File: src/rtl/uart_tx_feeder.sv
// uart_tx_feeder: byte FIFO plus launch FSM feeding one UART transmitter.
//
// Ports:
//   clk       system clock, rising edge
//   rst       asynchronous active-low reset
//   wr_en     push request, with wr_data as the byte to push
//   flush     synchronous FIFO clear (in-flight byte is not aborted)
//   clr_err   synchronous clear of overflow and tx_err (a same-cycle set wins)
//   tx_done   one-cycle completion pulse from the UART transmitter
//   tx_start  one-cycle launch pulse to the UART transmitter
//   data_out  byte presented to the UART data_in
//   full      count == DEPTH
//   empty     count == 0
//   count     bytes currently buffered
//   busy      launch FSM is not idle
//   overflow  sticky: a push was dropped because the FIFO was full
//   tx_err    sticky: the tx_done watchdog expired
//
// All outputs come straight from flops.
module uart_tx_feeder #(
    parameter int unsigned CLK_FREQ       = 100_000_000,
    parameter int unsigned BAUD_RATE      = 19200,
    parameter int unsigned DEPTH          = 16,
    parameter int unsigned TIMEOUT_CYCLES = (CLK_FREQ / BAUD_RATE) * 12
) (
    input  logic                   clk,
    input  logic                   rst,
    input  logic                   wr_en,
    input  logic [7:0]             wr_data,
    input  logic                   flush,
    input  logic                   clr_err,
    input  logic                   tx_done,
    output logic                   tx_start,
    output logic [7:0]             data_out,
    output logic                   full,
    output logic                   empty,
    output logic [$clog2(DEPTH):0] count,
    output logic                   busy,
    output logic                   overflow,
    output logic                   tx_err
);

    localparam int unsigned PTR_W = $clog2(DEPTH);
    localparam int unsigned CNT_W = PTR_W + 1;
    localparam int unsigned TMR_W = $clog2(TIMEOUT_CYCLES) + 1;

    localparam logic [TMR_W-1:0] TMR_LAST = TMR_W'(TIMEOUT_CYCLES - 1);
    localparam logic [TMR_W-1:0] TMR_MAX  = {TMR_W{1'b1}};
    localparam logic [CNT_W-1:0] CNT_FULL = CNT_W'(DEPTH);

    typedef enum logic [1:0] {
        S_IDLE  = 2'd0,
        S_START = 2'd1,
        S_WAIT  = 2'd2
    } state_e;

    state_e           state_q,    state_d;
    logic [PTR_W-1:0] wr_ptr_q,   wr_ptr_d;
    logic [PTR_W-1:0] rd_ptr_q,   rd_ptr_d;
    logic [CNT_W-1:0] count_q,    count_d;
    logic             full_q,     full_d;
    logic             empty_q,    empty_d;
    logic [7:0]       data_out_q, data_out_d;
    logic             tx_start_q, tx_start_d;
    logic             busy_q,     busy_d;
    logic             overflow_q, overflow_d;
    logic             tx_err_q,   tx_err_d;
    logic [TMR_W-1:0] timer_q,    timer_d;

    logic [7:0] mem [DEPTH];

    logic push_ok;
    logic pop;
    logic timeout;

    // Next-state, FIFO bookkeeping and output computation.
    always_comb begin
        state_d    = state_q;
        wr_ptr_d   = wr_ptr_q;
        rd_ptr_d   = rd_ptr_q;
        count_d    = count_q;
        data_out_d = data_out_q;
        tx_start_d = 1'b0;
        timer_d    = timer_q;
        pop        = 1'b0;
        timeout    = 1'b0;

        // Full is judged on the registered value, so a same-cycle pop never
        // makes room for a push.
        push_ok = wr_en & ~full_q & ~flush;

        case (state_q)
            S_IDLE: begin
                if (!empty_q) begin
                    pop        = 1'b1;
                    data_out_d = mem[rd_ptr_q];
                    state_d    = S_START;
                end
            end
            S_START: begin
                tx_start_d = 1'b1;
                timer_d    = '0;
                state_d    = S_WAIT;
            end
            S_WAIT: begin
                // tx_done takes priority over an expiring watchdog.
                if (tx_done) begin
                    state_d = S_IDLE;
                end else if (timer_q == TMR_LAST) begin
                    timeout = 1'b1;
                    state_d = S_IDLE;
                end
                if (timer_q != TMR_MAX) begin
                    timer_d = timer_q + TMR_W'(1);
                end
            end
            default: begin
                state_d = S_IDLE;
            end
        endcase

        if (flush) begin
            wr_ptr_d = '0;
            rd_ptr_d = '0;
            count_d  = '0;
        end else begin
            if (push_ok) begin
                wr_ptr_d = wr_ptr_q + PTR_W'(1);
            end
            if (pop) begin
                rd_ptr_d = rd_ptr_q + PTR_W'(1);
            end
            case ({push_ok, pop})
                2'b10:   count_d = count_q + CNT_W'(1);
                2'b01:   count_d = count_q - CNT_W'(1);
                default: count_d = count_q;
            endcase
        end

        full_d  = (count_d == CNT_FULL);
        empty_d = (count_d == '0);
        busy_d  = (state_d != S_IDLE);

        // Sticky flags: a new event in the clearing cycle keeps the flag set.
        overflow_d = (overflow_q & ~clr_err) | (wr_en & full_q & ~flush);
        tx_err_d   = (tx_err_q & ~clr_err) | timeout;
    end

    // Control and output registers.
    always_ff @(posedge clk or negedge rst) begin
        if (!rst) begin
            state_q    <= S_IDLE;
            wr_ptr_q   <= '0;
            rd_ptr_q   <= '0;
            count_q    <= '0;
            full_q     <= 1'b0;
            empty_q    <= 1'b1;
            data_out_q <= 8'h00;
            tx_start_q <= 1'b0;
            busy_q     <= 1'b0;
            overflow_q <= 1'b0;
            tx_err_q   <= 1'b0;
            timer_q    <= '0;
        end else begin
            state_q    <= state_d;
            wr_ptr_q   <= wr_ptr_d;
            rd_ptr_q   <= rd_ptr_d;
            count_q    <= count_d;
            full_q     <= full_d;
            empty_q    <= empty_d;
            data_out_q <= data_out_d;
            tx_start_q <= tx_start_d;
            busy_q     <= busy_d;
            overflow_q <= overflow_d;
            tx_err_q   <= tx_err_d;
            timer_q    <= timer_d;
        end
    end

    // Storage array; contents need no reset since count gates every read.
    always_ff @(posedge clk) begin
        if (push_ok) begin
            mem[wr_ptr_q] <= wr_data;
        end
    end

    assign tx_start = tx_start_q;
    assign data_out = data_out_q;
    assign full     = full_q;
    assign empty    = empty_q;
    assign count    = count_q;
    assign busy     = busy_q;
    assign overflow = overflow_q;
    assign tx_err   = tx_err_q;

endmodule

File: config.mk
export PLATFORM = sky130hd
export DESIGN_NAME = uart_tx_feeder
export DESIGN_NICKNAME = d
export VERILOG_FILES = /design/src/rtl/uart_tx_feeder.sv
export SDC_FILE = /design/constraint.sdc
export NUM_CORES = 1
export LEC_CHECK = 0
export BUFFER_PORTS_ARGS = -buffer_cell sky130_fd_sc_hd__buf_2
export CAP_MARGIN = 20
export CELL_PAD_IN_SITES_DETAIL_PLACEMENT = 0
export CELL_PAD_IN_SITES_GLOBAL_PLACEMENT = 1
export CORE_MARGIN = 10
export CORE_UTILIZATION = 45
export CTS_BUF_LIST = sky130_fd_sc_hd__clkbuf_8
export DETAILED_ROUTE_END_ITERATION = 8
export PLACE_DENSITY = 0.67
export SKIP_CTS_REPAIR_TIMING = 1
export SYNTH_ARGS = -nofsm -noshare
export SYNTH_HDL_FRONTEND = slang
export SYNTH_SLANG_ARGS = --single-unit
File: constraint.sdc
create_clock -name clk -period 7.7 [get_ports clk]
set_clock_uncertainty 0.15 [all_clocks]
set_input_delay 1.54 -clock clk [delete_from_list [all_inputs] [get_ports clk]]
set_output_delay 1.54 -clock clk [all_outputs]
set_load 0.02 [all_outputs]
==> run metrics <==
GP Congestion=0.788; flops & latches, synth=174; main flop type after synthesis=edfxtp_1; via/cell ratio=5.39; chip width=147 µm; Reg power frac=49.4%; Final min period=3.80 ns; Worst-Margin Slew=0.801 ns; critical path, cell by cell=buf_2, nor3b_4, nor2_4, xor2_1, ha_1, a21o_1, a21oi_1, nor4_1, or3b_1, o41ai_1; post-synthesis sequential area ratio=around 69%; CP Max Fanout=15; vias in the first global route=3939; clock-pin slew of the registers on the worst-case setup and hold paths=0.09 ns; H-tree depth=4; Critical-path top delay cell=or3b_1; area grow syn2layout=10.6%; TNS Setup=0 ns; Sw Pwr=roughly 0.7 mW; Syn Nets=465; Max Freq=0.263 GHz; crit path launch=flush; final hold vios=0; crit path DAT=3.97 ns; Overflow after GRT=0; share of cells above drive strength 1=about a quarter; Worst setup SP type=primary input; P per Cell Area=about 290 nW/µm²; Hold Startpoint=data_out[5]$_DFFE_PN0P_; io pins=33; Worst path depth=10; antenna violations before repair=0; clock share of power=approximately a quarter; Worst-Skew Late Latency=0.44 ns; synthesized area=just over 7000 µm²; via total after detailed routing=approximately 3800; WHS Path Cells=2; Worst path max stage delay=0.43 ns; Setup CP Type=in -> reg; Critical Path RT=7.87 ns; die area=21600 µm²; largest cells by area after synthesis=edfxtp_1 53%, dfrtp_1 15%, mux4_2 12%, nand2_1 2.5%, ha_1 1.5%; final design utilization=50.8%; CTS root buffer=clkbuf_8; yosys warns=0; post-route ant nets=0; top cell type's share of synthesized area=52.9%; Sw Share=30.6%; WP buf/inv=1; Post-Syn Instances=442; # rows=46; max-cap violation count=0; CP delay by family, top=simple AND/OR/NAND/NOR gates; Tot GR Track Use=13.5%; DRT iter0 DRCs=300; WL final=~14000 µm; R2R cell count=8; Starting Density=45.9%; most common cell after layout, fill and taps aside=edfxtp_1; outcome=completed; first-pass GRT wire length=roughly 22000 µm; placed wire-length estimate=9380 µm; Power Internal=1.60 mW; worst r2r src=empty$_DFF_PN1_; n_diodes=0; Sink Count=174; I/O Buffers=32; Static Leakage=2.90 nW; DRC=0; critical path capture point type=flip-flop; largest net degree at the start of global routing=47; WL/cell=19.6 µm; relative slew slack=46.6%; core area=~16000 µm²; final period utilization=49.4%; cts bufs inserted=17; CTS tree=done; Max rail drop VDD=138 µV; class of the worst hold path=reg -> reg; average size of a mapped cell=~16 µm²; Cell variety after synth=55; Synth area leader=edfxtp_1; Layout Nets=502; DRT Pass-1 Iters=4; Final Max Slew Viols=0; Logic pwr share=24.2%; Die Ht=147 µm; Post-synth EDFFs=128; commonest non-fill, non-tap cells in the layout=128 x edfxtp_1, 49 x nand2_1, 44 x dfrtp_1; Setup-failing EPs final=0; RSZ-0062 raised after global routing=no; clk buf depth=2; Async SR Flop Fraction=26.4%
==> routing by layer <==
layer  vias up  wire length (µm)  track usage [%]
met2        58              6730             21.0
met1      1978              6600             18.4
met5         -                 0                0
li1       1771                 -                -
met3         7               476             3.38
met4         0                89             3.57
==> worst min-delay path, stage by stage (launching register included) <==
cell     delay [ns]
dfrtp_1        0.35
nand2_1        0.05
nand2_1        0.05
==> cells by family after synthesis <==
group	after synthesis	synth area share, %
compound gates	35	3.25
flops	174	68.8
buf+inv	26	1.67
mux	46	13.2
fa+ha+maj	9	1.55
xor+xnor	13	1.57
simple gates	139	9.95
==> path summary, 6_finish.rpt <==
kind,to,slack [ns]
max in group asynchronous,empty$_DFF_PN1_,5.97
setup reg to reg,empty$_DFF_PN1_,4.33
setup / recovery,empty$_DFF_PN1_,3.90
min in group asynchronous,timer_q[11]$_DFFE_PN0P_,0.86
hold / removal,data_out[5]$_DFFE_PN0P_,0.32
hold reg to reg,data_out[5]$_DFFE_PN0P_,0.32
==> cell type report <==
cell class              instances  area [µm²]
flip-flops and latches        174        5000
inverters                       9        46.3
well taps                     216         270
fillers                      1327        7790
clock inverters                15         148
multi-input cells             242        2150
clock buffers                  17         234
repair buffers                 35         195
==> per-stage QoR <==
step	power, mW	area (µm²)	worst slack, ns	hold slack, ns	std cells
CTS	2.33	8020	3.96	0.332	707
global placement	1.72	7640	3.55	0.308	675
detailed placement	1.72	7640	3.50	0.311	675
finish	2.30	8040	3.90	0.323	708
global route	2.43	8040	3.76	0.357	708
floorplan	1.56	7270	3.94	0.299	442
==> flip-flops by register name (all words and copies together) (netlist names) <==
name / count
full: 1
busy: 1
tx_start: 1
count: 5
mem: 128
timer_q: 17
data_out: 8
tx_err: 1
rd_ptr_q: 4
wr_ptr_q: 4
empty: 1
state_q: 2
overflow: 1
==> power by group through the flow <==
stage / clock network, mW / logic [mW] / registers (mW)
after floorplan: 0 / 0.400 / 1.16
after global placement: 0 / 0.559 / 1.16
after detailed placement: 0 / 0.564 / 1.16
after CTS: 0.623 / 0.566 / 1.14
after global routing: 0.663 / 0.615 / 1.15
final: 0.606 / 0.557 / 1.14
==> synthesized netlist by cell type (2+ instances only) <==
cell type,instances
edfxtp_1,128
and2_1,17
inv_1,6
nand3_1,8
nor4_1,2
dfrtp_1,45
o21ai_0,10
nor3_1,6
nor3b_1,3
clkbuf_1,12
nand2_1,49
nand4_1,7
o31ai_1,2
buf_2,3
ha_1,9
or4_1,2
xnor2_1,5
mux2i_1,5
a21oi_1,9
nor2_1,22
and3_1,8
o31a_1,2
mux4_2,40
or3_1,4
xor2_1,8
Power figures use the tool's default switching activity.
